### src/rtl/ifmap_glb_ctrl_pkg.sv
// Shared types and helpers for the ifmap global-buffer sequencer.
// Holds the FSM encoding, the 64-bit-word lane count and the count clamp.
package ifmap_glb_pkg;

    typedef enum logic [1:0] {
        IDLE  = 2'd0,
        FILL  = 2'd1,
        DRAIN = 2'd2,
        DONE  = 2'd3
    } state_t;

    localparam int LANES_PER_WORD = 4;

    function automatic int unsigned clamp_cnt(input int unsigned val, input int unsigned cap);
        return (val > cap) ? cap : val;
    endfunction

endpackage

### src/rtl/ifmap_glb_ctrl_skid_buf.sv
// Two-entry FIFO that absorbs buffer read data so the PE-array handshake can
// stall without losing an element already in flight from port B.
module ifmap_skid_buf #(
    parameter int DATA_WIDTH = 16
) (
    input  logic                  clk,
    input  logic                  rst_n,
    input  logic                  i_push,
    input  logic [DATA_WIDTH-1:0] i_push_data,
    input  logic                  i_pop,
    output logic [1:0]            o_occ,
    output logic [DATA_WIDTH-1:0] o_head
);

    logic [DATA_WIDTH-1:0] r_ent0;
    logic [DATA_WIDTH-1:0] r_ent1;
    logic [1:0]            r_occ;
    logic                  w_pop;

    assign w_pop  = i_pop && (r_occ != 2'd0);
    assign o_occ  = r_occ;
    assign o_head = r_ent0;

    // r_ent0 is always the head; entry 1 shifts down on a pop.
    always_ff @(posedge clk) begin
        if (!rst_n) begin
            r_ent0 <= '0;
            r_ent1 <= '0;
            r_occ  <= 2'd0;
        end else begin
            case ({i_push, w_pop})
                2'b10: begin
                    if (r_occ == 2'd0) r_ent0 <= i_push_data;
                    else               r_ent1 <= i_push_data;
                    r_occ <= r_occ + 2'd1;
                end
                2'b01: begin
                    r_ent0 <= r_ent1;
                    r_occ  <= r_occ - 2'd1;
                end
                2'b11: begin
                    if (r_occ == 2'd1) begin
                        r_ent0 <= i_push_data;
                    end else begin
                        r_ent0 <= r_ent1;
                        r_ent1 <= i_push_data;
                    end
                end
                default: ;
            endcase
        end
    end

endmodule

### src/rtl/ifmap_glb_ctrl.sv
// Ifmap global-buffer sequencer: FILL loads 64-bit FIFO words through port A,
// DRAIN streams 16-bit elements from port B to the PE array (valid/ready).
module ifmap_glb_ctrl
    import ifmap_glb_pkg::*;
#(
    parameter  int FIFO_WIDTH = 64,
    parameter  int DATA_WIDTH = 16,
    parameter  int MEM_DEPTH  = 16,
    localparam int ADDR_WIDTH = $clog2(MEM_DEPTH),
    localparam int CNT_WIDTH  = ADDR_WIDTH + 1
) (
    input  logic                  clk,
    input  logic                  rst_n,
    input  logic                  start,
    input  logic [CNT_WIDTH-1:0]  cfg_num_words,
    input  logic [CNT_WIDTH-1:0]  cfg_num_elems,
    output logic                  busy,
    output logic                  done,
    input  logic                  fifo_empty,
    input  logic [FIFO_WIDTH-1:0] fifo_rdata,
    output logic                  fifo_re,
    output logic                  glb_we_a,
    output logic                  glb_re_a,
    output logic [ADDR_WIDTH-1:0] glb_addr_a,
    output logic [FIFO_WIDTH-1:0] glb_wdata_a,
    output logic                  glb_we_b,
    output logic                  glb_re_b,
    output logic [ADDR_WIDTH-1:0] glb_addr_b,
    input  logic [DATA_WIDTH-1:0] glb_rdata_b,
    output logic [DATA_WIDTH-1:0] ifmap_data,
    output logic                  ifmap_valid,
    input  logic                  ifmap_ready
);

    localparam logic [CNT_WIDTH-1:0] CNT_ONE = CNT_WIDTH'(1);

    state_t                 r_state;
    state_t                 w_state_nxt;
    logic [CNT_WIDTH-1:0]   r_words;
    logic [CNT_WIDTH-1:0]   r_elems;
    logic [CNT_WIDTH-1:0]   r_wcnt;
    logic [CNT_WIDTH-1:0]   r_rcnt;
    logic                   r_inflight;
    logic [CNT_WIDTH-1:0]   w_words_cfg;
    logic [CNT_WIDTH-1:0]   w_elems_cfg;
    logic                   w_wr;
    logic                   w_fill_last;
    logic                   w_pop;
    logic                   w_issue;
    logic                   w_drain_empty;
    logic [2:0]             w_slots_used;
    logic [1:0]             w_occ;
    logic [DATA_WIDTH-1:0]  w_head;

    assign w_words_cfg = CNT_WIDTH'(clamp_cnt(32'(cfg_num_words), 32'(MEM_DEPTH / LANES_PER_WORD)));
    assign w_elems_cfg = CNT_WIDTH'(clamp_cnt(32'(cfg_num_elems), 32'(MEM_DEPTH)));

    ifmap_skid_buf #(
        .DATA_WIDTH (DATA_WIDTH)
    ) u_skid (
        .clk         (clk),
        .rst_n       (rst_n),
        .i_push      (r_inflight),
        .i_push_data (glb_rdata_b),
        .i_pop       (w_pop),
        .o_occ       (w_occ),
        .o_head      (w_head)
    );

    // A slot freed by this cycle's pop can be reused by this cycle's read,
    // which is what sustains one element per cycle with ready held high.
    always_comb begin
        w_wr          = (r_state == FILL) && !fifo_empty;
        w_fill_last   = w_wr && ((r_wcnt + CNT_ONE) == r_words);
        w_pop         = (w_occ != 2'd0) && ifmap_ready;
        w_slots_used  = {1'b0, w_occ} + {2'b00, r_inflight} - {2'b00, w_pop};
        w_issue       = (r_state == DRAIN) && (r_rcnt < r_elems) && (w_slots_used < 3'd2);
        w_drain_empty = (r_rcnt == r_elems) && !r_inflight && (w_occ == 2'd0);
    end

    always_comb begin
        w_state_nxt = r_state;
        case (r_state)
            IDLE: begin
                if (start) begin
                    if (w_words_cfg != '0)      w_state_nxt = FILL;
                    else if (w_elems_cfg != '0) w_state_nxt = DRAIN;
                    else                        w_state_nxt = DONE;
                end
            end
            FILL: begin
                if (w_fill_last) w_state_nxt = (r_elems != '0) ? DRAIN : DONE;
            end
            DRAIN: begin
                if (w_drain_empty) w_state_nxt = DONE;
            end
            DONE:    w_state_nxt = IDLE;
            default: w_state_nxt = IDLE;
        endcase
    end

    always_ff @(posedge clk) begin
        if (!rst_n) begin
            r_state    <= IDLE;
            r_words    <= '0;
            r_elems    <= '0;
            r_wcnt     <= '0;
            r_rcnt     <= '0;
            r_inflight <= 1'b0;
        end else begin
            r_state    <= w_state_nxt;
            r_inflight <= w_issue;
            if ((r_state == IDLE) && start) begin
                r_words <= w_words_cfg;
                r_elems <= w_elems_cfg;
                r_wcnt  <= '0;
                r_rcnt  <= '0;
            end
            if (w_wr)    r_wcnt <= r_wcnt + CNT_ONE;
            if (w_issue) r_rcnt <= r_rcnt + CNT_ONE;
        end
    end

    // Port A addresses whole words, so the lane bits are always zero.
    assign busy        = (r_state != IDLE);
    assign done        = (r_state == DONE);
    assign fifo_re     = w_wr;
    assign glb_we_a    = w_wr;
    assign glb_re_a    = 1'b0;
    assign glb_addr_a  = (r_state == FILL) ? {r_wcnt[ADDR_WIDTH-3:0], 2'b00} : '0;
    assign glb_wdata_a = (r_state == FILL) ? fifo_rdata : '0;
    assign glb_we_b    = 1'b0;
    assign glb_re_b    = w_issue;
    assign glb_addr_b  = w_issue ? r_rcnt[ADDR_WIDTH-1:0] : '0;
    assign ifmap_data  = w_head;
    assign ifmap_valid = (w_occ != 2'd0);

endmodule

### config.mk
export PLATFORM = sky130hd
export DESIGN_NAME = ifmap_glb_ctrl
export DESIGN_NICKNAME = d
export VERILOG_FILES = /design/src/rtl/ifmap_glb_ctrl_pkg.sv /design/src/rtl/ifmap_glb_ctrl_skid_buf.sv /design/src/rtl/ifmap_glb_ctrl.sv
export SDC_FILE = /design/constraint.sdc
export NUM_CORES = 1
export LEC_CHECK = 0
export ABC_CLOCK_PERIOD_IN_PS = 9600
export CAP_MARGIN = 25
export CORE_UTILIZATION = 40
export DETAILED_ROUTE_END_ITERATION = 8
export HOLD_SLACK_MARGIN = 0.03
export PLACE_DENSITY = 0.81
export SYNTH_ARGS = -nofsm -noshare
export SYNTH_HDL_FRONTEND = slang
export SYNTH_SLANG_ARGS = --single-unit
export TNS_END_PERCENT = 50
### constraint.sdc
create_clock -name clk -period 9.6 [get_ports clk]
set_input_delay 1.92 -clock clk [delete_from_list [all_inputs] [get_ports clk]]
set_output_delay 1.92 -clock clk [all_outputs]
set_load 0.02 [all_outputs]
==> flow_summary.json, run 1 <==
{
  "avgSynthCellArea_um2": 8.35,
  "place_area_um2": 5190,
  "ios": 191,
  "final_nets": 685,
  "area_growth_pct": 64.6,
  "synth_edf_count": 0,
  "synthAdderAreaFrac_pct": 7.46,
  "total_power_mw": 1.23,
  "cp_cell_sequence": "clkdlybuf4s50_1 > nand2_1 > inv_1 > ha_1 > nand2b_1 > fa_1 > nand3b_1 > a21oi_1 > nand2_1 > or2_2 > inv_1 > and2_1 > clkdlybuf4s50_1",
  "rows": 32,
  "cts_tree": "yes",
  "track_usage_pct": 26.6,
  "avgRoutedWirePerCell_um": 16.8,
  "synth_area_leader_cell": "dfxtp_1",
  "p_per_area_nw_per_um2": 227,
  "min_period_over_period_pct": 72.0,
  "ys_ff_latch": 57,
  "mostFrequentLayoutCells": "clkdlybuf4s50_1 (186), and2_1 (71), dfxtp_1 (57), nor2_1 (49)",
  "drv_cap": 0,
  "synth_compound_area_share_pct": 16.2,
  "hpwl_um": 8730,
  "final_util_pct": 69.0,
  "final-hold-violation-count": 0,
  "vias_per_cell": 5.07,
  "ant_nets": 0,
  "ys_async_sr_fraction_pct": 0,
  "synth_ff_type": "dfxtp_1",
  "required_ns": 7.68,
  "cp_top_family": "buffers and inverters",
  "port-buffer-count": 186,
  "postCtsHoldBufs": 0,
  "slowest_delay_ns": 0.60,
  "yosys.cell_types.count": 47,
  "clockBufferDepth": 2,
  "fp.dieH_um": 92.7,
  "die-area_um2": 8590,
  "path_class": "in2out",
  "vias": 3439,
  "stdcell_area_um2": 5410,
  "cts-root-buf": "clkbuf_8",
  "rsz0062_at_grt": "no",
  "drive_above_1_share_pct": 4.69,
  "cp.arrival_ns": 5.00,
  "skew_ns": 0.00948,
  "die_w_um": 92.7,
  "fin_tns_setup_ns": 0,
  "netlist_area_um2": 3290,
  "setup_viol": 0,
  "critPathMaxFanout": 7,
  "dr.pass1.iters": 4,
  "fillerInstances": 653,
  "cp-end-kind": "output port",
  "clk_pin_slew_ns": 0.07,
  "routed_wl_um": 11400,
  "syn_inst": 394,
  "synthSimpleGateAreaFrac_pct": 27.5,
  "yosysWarnings": 0,
  "diodes": 0,
  "fin_crit_ns": 6.92,
  "clock_latency_ns": 0.34,
  "hp-class": "reg2reg",
  "slew_headroom_pct": 40.4,
  "clock_sinks": 57,
  "cts_max_level": 3,
  "gp_congestion": 0.809,
  "drtIter0Drc": 169,
  "synth_xor_area_share_pct": 2.93,
  "synth-seq-area-share_pct": 34.7,
  "grt_pass1_wl_um": 17300,
  "grt_pass1_vias": 3280,
  "grt_antenna_before_repair": 0,
  "synth_top_family_by_area": "simple AND/OR/NAND/NOR gates",
  "initial_utilization_pct": 41.9,
  "drv_slew": 0,
  "synth_area_leaders": "dfxtp_1 (35%), and2_1 (14%), ha_1 (6.8%), nor2_1 (5.6%), mux2i_1 (4.9%)",
  "tightest_slew_ns": 0.893,
  "p_leak_nw": 2.20,
  "coreArea_um2": 7850,
  "grt_overflow": 0,
  "cts_buffers": 9,
  "startpoint_type": "input pin",
  "grt_max_degree": 69,
  "status": "finished, final reports clean",
  "final_common_cell": "clkdlybuf4s50_1",
  "worst-path-buf-inv": 4,
  "vdd_drop_max_uv": 142,
  "cts_setup_buffers": 0,
  "whs_ns": 0.486,
  "drc": 0,
  "cp_slowest_cell": "clkdlybuf4s50_1",
  "synthMuxAreaShare_pct": 4.87,
  "postCtsResizedCells": 0,
  "synth_top_area_share_pct": 34.7,
  "max_freq_mhz": 145
}
-- path summary, 6_finish.rpt --
| check | startpoint | endpoint | slack, ns | depth (start not counted) |
|---|---|---|---|---|
| worst max-delay path | ifmap_ready | glb_addr_b[3] | 2.68 | 13 |
| worst min register to register | r_elems[4] | r_elems[4] | 0.49 | 2 |
| worst max register to register | u_skid.o_occ[1] | r_rcnt[4] | 6.67 | 13 |
| worst min-delay path | r_elems[4] | r_elems[4] | 0.49 | 2 |
-- cell families (layout without fill, tap and decap cells) --
group	after synthesis	after routing
and+or+nand+nor	167	167
AOI/OAI and AO/OA	76	76
DFF	57	57
buffers and inverters	47	226
adders and majority gates	19	19
muxes	16	16
xor gates and xnor gates	11	11
other	1	4
-- registers in the layout (all words and copies together) (netlist names) --
name and flops:
r_elems 5, r_inflight 1, r_rcnt 5, r_state 2, r_wcnt 5, r_words 5
u_skid.o_head 16, u_skid.o_occ 2, u_skid.r_ent1 16
-- cell type report --
| cell class | instances | area [um^2] | area share (%) |
|---|---|---|---|
| Clock inverter | 5 | 55.1 | 1.02 |
| Clock buffer | 11 | 141 | 2.61 |
| Timing Repair Buffer | 190 | 1920 | 35.5 |
| Sequential cell | 57 | 1140 | 21.1 |
| Tap cell | 102 | 128 | 2.36 |
| Inverter | 20 | 75.1 | 1.39 |
| Multi-Input combinational cell | 293 | 1950 | 36.1 |
-- Yosys cell counts, types with 2 or more instances --
library cell	instances
o21ai_0	8
nand2_1	7
and3_1	2
nor2_1	49
nor3b_1	4
a21oi_1	17
a41o_1	3
clkbuf_1	15
nor3_1	4
or3_1	3
nand3b_1	2
nand3_1	11
or2_2	2
inv_1	18
buf_4	6
mux2i_1	16
nor2b_1	3
buf_2	4
a22oi_1	19
o21a_1	2
nand2b_1	3
a211oi_1	19
xor2_1	5
ha_1	18
dfxtp_1	57
and2_1	71
xnor2_1	6
-- tightest hold or removal path, delay by kind of cell (launching register included) --
kind,cells,cell delay (ns)
DFF,1,0.33
and+or+nand+nor,1,0.06
AOI/OAI and AO/OA,1,0.05
-- metal layers --
| layer | vias up | routed length [um] | GRT usage (%) |
|---|---|---|---|
| met2 | 124 | 5610 | 46.4 |
| met5 | - | 0 | 0 |
| met1 | 1596 | 4590 | 31.5 |
| met3 | 20 | 921 | 6.49 |
| li1 | 1699 | - | - |
| met4 | 0 | 244 | 9.74 |
-- through the flow --
stage | worst slack, ns | instances
final | 2.68 | 678
after global routing | 2.46 | 678
after CTS | 2.69 | 677
after detailed placement | 2.69 | 661
after global placement | 2.77 | 660
after floorplan | 3.58 | 397
-- where the power goes --
part | leakage (nW) | internal [mW] | switching [mW]
Sequential | 0.462 | 0.281 | 0.0306
Clock | 0.0953 | 0.126 | 0.0993
Combinational | 1.65 | 0.322 | 0.373
Total | 2.20 | 0.729 | 0.502
(Power assumes the default switching activity.)
==> inputs of run 2 (changes only) <==
Settings changed: ABC_CLOCK_PERIOD_IN_PS 9600 to 6000, CORE_UTILIZATION 40 to 35, PLACE_DENSITY 0.81 to 0.75.
Clock period 9.6 ns to 6 ns, I/O delays scaled along.
==> run 2 against run 1 <==
Against the previous run:
- first-iteration DRC count fell by 4.7%
- combinational power rose by 57%
- clock-buffer cell count did not move
- sequential share of layout area fell by 0.12 points
- clock power rose by 77%
- hold slack got worse by 0.0054 ns
- via count fell by 2.4%
- largest power group unchanged
==> flow_summary.json, run 2 (same netlist as run 1, synthesis figures left out) <==
{
  "final-hold-violation-count": 0,
  "worstHoldStart": "r_elems[4]",
  "tightest_slew_ns": 0.961,
  "drv_cap": 0,
  "slew_headroom_pct": 35.9,
  "fin_crit_ns": 5.44,
  "coreArea_um2": 9150,
  "rows": 35,
  "die_w_um": 98.9,
  "fp.dieH_um": 98.9,
  "ant_nets": 0,
  "drv_slew": 0,
  "final_common_cell": "clkdlybuf4s50_1",
  "setup_viol": 0,
  "clk_pin_slew_ns": 0.06,
  "fillerInstances": 808,
  "vias": 3357,
  "p_per_area_nw_per_um2": 364,
  "min_period_over_period_pct": 90.7,
  "skew_ns": 0.0121,
  "hold_depth": 2,
  "critPathMaxFanout": 7,
  "ios": 191,
  "max_freq_mhz": 184,
  "cp.arrival_ns": 4.24,
  "hpwl_um": 7690,
  "avgRoutedWirePerCell_um": 14.6,
  "cts_tree": "yes",
  "intPower_mw": 1.21,
  "drc": 0,
  "p_leak_nw": 2.22,
  "multi_input_area_um2": 1950,
  "grt_antenna_before_repair": 0,
  "drive_above_1_share_pct": 4.69,
  "clock_sinks": 57,
  "cp-end-kind": "output port",
  "mostFrequentLayoutCells": "clkdlybuf4s50_1 (186), and2_1 (71), dfxtp_1 (57), nor2_1 (49)",
  "die-area_um2": 9790,
  "fin_tns_setup_ns": 0,
  "path_class": "in2out",
  "gp_congestion": 0.792,
  "clock_latency_ns": 0.33,
  "p_seq_share_pct": 25.1,
  "cts_buffers": 9,
  "place_area_um2": 5200,
  "reg2regPathDepth": 13,
  "rsz0062_at_grt": "no",
  "p_sw_uw": 775,
  "clkPwrFrac_pct": 20.1,
  "track_usage_pct": 20.5,
  "timing.rr.end": "r_rcnt[4]",
  "diodes": 0,
  "clockBufferDepth": 2,
  "stdcell_area_um2": 5450,
  "regToRegSetupSlack_ns": 3.09,
  "min_to": "r_elems[4]",
  "area_growth_pct": 65.5,
  "grt_overflow": 0,
  "postCtsHoldBufs": 0,
  "whs_ns": 0.481,
  "grt_pass1_wl_um": 15900,
  "reg2reg_from": "u_skid.o_occ[1]",
  "regArea_um2": 1140,
  "hp-class": "reg2reg",
  "initial_utilization_pct": 35.9,
  "final_nets": 685,
  "cts_setup_buffers": 0,
  "startpoint_type": "input pin",
  "drtIter0Drc": 161,
  "vias_per_cell": 4.89,
  "vdd_drop_max_uv": 201,
  "routed_wl_um": 10100,
  "grt_pass1_vias": 3262,
  "p_comb_share_pct": 54.8,
  "postCtsResizedCells": 0,
  "grt_max_degree": 56,
  "cts_max_level": 3,
  "cts-root-buf": "clkbuf_8",
  "required_ns": 4.80,
  "port-buffer-count": 186,
  "dr.pass1.iters": 7,
  "status": "finished, final reports clean",
  "sw_frac_of_total_pct": 39.1
}
[run 2: worst max path at each step]
stage	start	end	slack, ns	depth (start not counted)
2_1_floorplan	ifmap_ready	glb_addr_b[1]	1.42	12
3_3_place_gp	ifmap_ready	glb_addr_b[3]	0.61	13
4_1_cts	ifmap_ready	glb_addr_b[2]	0.55	13
6_report	ifmap_ready	glb_addr_b[2]	0.56	13
3_5_place_dp	ifmap_ready	glb_addr_b[2]	0.56	13
5_1_grt	ifmap_ready	glb_addr_b[3]	0.36	13
[run 2: routing by layer]
layer  up-vias  global-route usage (%)  part of all wire (%)
met4         0                    5.97                   1.1
met2       101                    38.5                    52
met3         9                    4.54                   5.5
met5         -                       0                     0
met1      1551                    23.1                    42
li1       1696                       -                     -
[run 2: power groups by stage]
stage | Sequential, mW | Clock, mW | Combinational (mW)
after global routing | 0.506 | 0.431 | 1.18
after global placement | 0.503 | 0 | 1.06
final | 0.497 | 0.399 | 1.09
after CTS | 0.498 | 0.411 | 1.08
after floorplan | 0.549 | 0 | 0.574
after detailed placement | 0.507 | 0 | 1.08
[run 2: area by class of cell]
| cell class | count | area share [%] |
|---|---|---|
| clock buffer | 11 | 2.60 |
| multi-input combinational | 293 | 35.9 |
| timing repair buffer | 190 | 35.2 |
| tap | 111 | 2.55 |
| clock inverter | 5 | 1.45 |
| sequential | 57 | 21.0 |
| inverter | 20 | 1.38 |
[run 2: stage by stage]
step	util [%]	std cells	power, mW	setup slack [ns]
3_5_place_dp	56.8	670	1.58	0.557
2_1_floorplan	-	397	1.12	1.42
6_report	59.5	687	1.98	0.558
3_3_place_gp	56.7	669	1.56	0.608
4_1_cts	59.2	686	1.99	0.553
5_1_grt	59.5	687	2.12	0.357
[run 2: critical path, cell delays in order]
cell	delay, ns
clkdlybuf4s50_1	0.45
nand2_1	0.10
inv_1	0.08
ha_1	0.21
nand2b_1	0.15
fa_1	0.49
nand3b_1	0.08
a21oi_1	0.13
nand2_1	0.15
or2_2	0.38
inv_1	0.11
and2_1	0.13
clkdlybuf4s50_1	0.59
==> inputs of run 3 (changes only) <==
Settings changed: SLEW_MARGIN set to 30.
==> run 3 against run 2 <==
Against the previous run:
- via count rose by 0.54%
- sequential power barely moved
- die area did not move
- largest power group unchanged
- worst setup slack improved by 0.0045 ns
==> flow_summary.json, run 3 (same netlist as run 1, synthesis figures left out) <==
{
  "drv_slew": 0,
  "cts_tree": "yes",
  "drtIter0Drc": 94,
  "m1WireLength_um": 4120,
  "cts-root-buf": "clkbuf_8",
  "hp-class": "reg2reg",
  "met3WireLength_um": 606,
  "fin_crit_ns": 5.44,
  "setup_viol": 0,
  "p_per_area_nw_per_um2": 366,
  "cp_top_family": "buffers and inverters",
  "status": "finished, final reports clean",
  "track_usage_pct": 19.8,
  "tightest_slew_ns": 0.922,
  "diodes": 0,
  "final_nets": 683,
  "initial_utilization_pct": 35.9,
  "worst-path-buf-inv": 4,
  "p_sw_uw": 767,
  "coreArea_um2": 9150,
  "area_growth_pct": 65.0,
  "rsz0062_at_grt": "no",
  "cts_max_level": 3,
  "startpoint_type": "input pin",
  "fin_tns_setup_ns": 0,
  "cp.arrival_ns": 4.24,
  "clkPwrFrac_pct": 21.4,
  "wl_met2_um": 5130,
  "p_seq_share_pct": 25.0,
  "cts_setup_buffers": 0,
  "hpwl_um": 7680,
  "postCtsHoldBufs": 0,
  "clk_pin_slew_ns": 0.06,
  "cts_buffers": 9,
  "sw_frac_of_total_pct": 38.6,
  "die-area_um2": 9790,
  "cp-end-kind": "output port",
  "grt_max_degree": 56,
  "final-hold-violation-count": 0,
  "ant_nets": 0,
  "cp_slowest_cell": "clkdlybuf4s50_1",
  "clockBufferDepth": 2,
  "vias": 3375,
  "cp_cell_sequence": "clkdlybuf4s50_1 > nand2_1 > inv_1 > ha_1 > nand2b_1 > fa_1 > nand3b_1 > a21oi_1 > nand2_1 > or2_2 > inv_1 > and2_1 > clkdlybuf4s50_1",
  "drv_cap": 0,
  "required_ns": 4.80,
  "top_layer": "met4",
  "grt_overflow": 0,
  "grt_antenna_before_repair": 0,
  "die_w_um": 98.9,
  "port-buffer-count": 186,
  "final_common_cell": "clkdlybuf4s50_1",
  "fp.dieH_um": 98.9,
  "postCtsResizedCells": 0,
  "skew_ns": 0.00813,
  "min_period_over_period_pct": 90.6,
  "routed_wl_um": 9900,
  "gp_congestion": 0.792,
  "fillerInstances": 806,
  "p_leak_nw": 2.21,
  "critPathMaxFanout": 7,
  "multi_input_area_um2": 1960,
  "vdd_drop_max_uv": 194,
  "clock_latency_ns": 0.33,
  "rows": 35,
  "path_class": "in2out",
  "clock_sinks": 57,
  "avgRoutedWirePerCell_um": 14.5,
  "regArea_um2": 1140,
  "drc": 0,
  "grt_pass1_wl_um": 15400,
  "dr.pass1.iters": 4,
  "intPower_mw": 1.22,
  "slowest_delay_ns": 0.59,
  "final_util_pct": 59.3,
  "mostFrequentLayoutCells": "clkdlybuf4s50_1 (186), and2_1 (71), dfxtp_1 (57), nor2_1 (49)",
  "vias_per_cell": 4.93,
  "grt_pass1_vias": 3110,
  "max_freq_mhz": 184,
  "drive_above_1_share_pct": 4.54,
  "ios": 191,
  "p_comb_share_pct": 53.6,
  "slew_headroom_pct": 38.4
}
[run 3: routing by layer]
layer  up-vias  GRT usage, %
met5         -             0
met2       105          36.8
met1      1577          22.8
met4         0          4.13
met3         4          5.04
li1       1689             -
[run 3: path summary, 6_finish.rpt]
| check | from | endpoint | slack [ns] | cells past startpoint |
|---|---|---|---|---|
| max | ifmap_ready | glb_addr_b[3] | 0.56 | 13 |
| min | r_elems[4] | r_elems[4] | 0.48 | 2 |
| max reg2reg | u_skid.o_occ[1] | r_rcnt[4] | 3.08 | 13 |
| min reg2reg | r_elems[4] | r_elems[4] | 0.48 | 2 |
[run 3: stage by stage]
step	power, mW	hold slack, ns	setup WS, ns	cells	instance area (um^2)
floorplan	1.12	0.449	1.42	397	3300
global placement	1.56	0.467	0.608	669	5190
detailed placement	1.58	0.470	0.576	669	5190
CTS	2.01	0.480	0.563	684	5430
global route	2.12	0.503	0.343	684	5430
finish	1.99	0.481	0.562	684	5430
[run 3: power by group through the flow]
stage / clock (mW) / sequential [mW] / combinational, mW
floorplan: 0 / 0.549 / 0.574
global placement: 0 / 0.503 / 1.06
detailed placement: 0 / 0.506 / 1.07
CTS: 0.434 / 0.498 / 1.08
global route: 0.454 / 0.506 / 1.16
finish: 0.425 / 0.497 / 1.07
[run 3: area by class of cell]
cell class	count	area share [%]
flip-flops and latches	57	21.0
well taps	111	2.56
clock inverters	6	1.98
multi-input cells	293	36.2
repair buffers	188	34.6
inverters	20	1.38
clock buffers	9	2.28
[run 3: worst min-delay path, delay by kind of cell (launching register included)]
kind             cells  cell delay (ns)
flip-flops           1             0.32
AND/OR/NAND/NOR      1             0.06
AO/OA/AOI/OAI        1             0.05
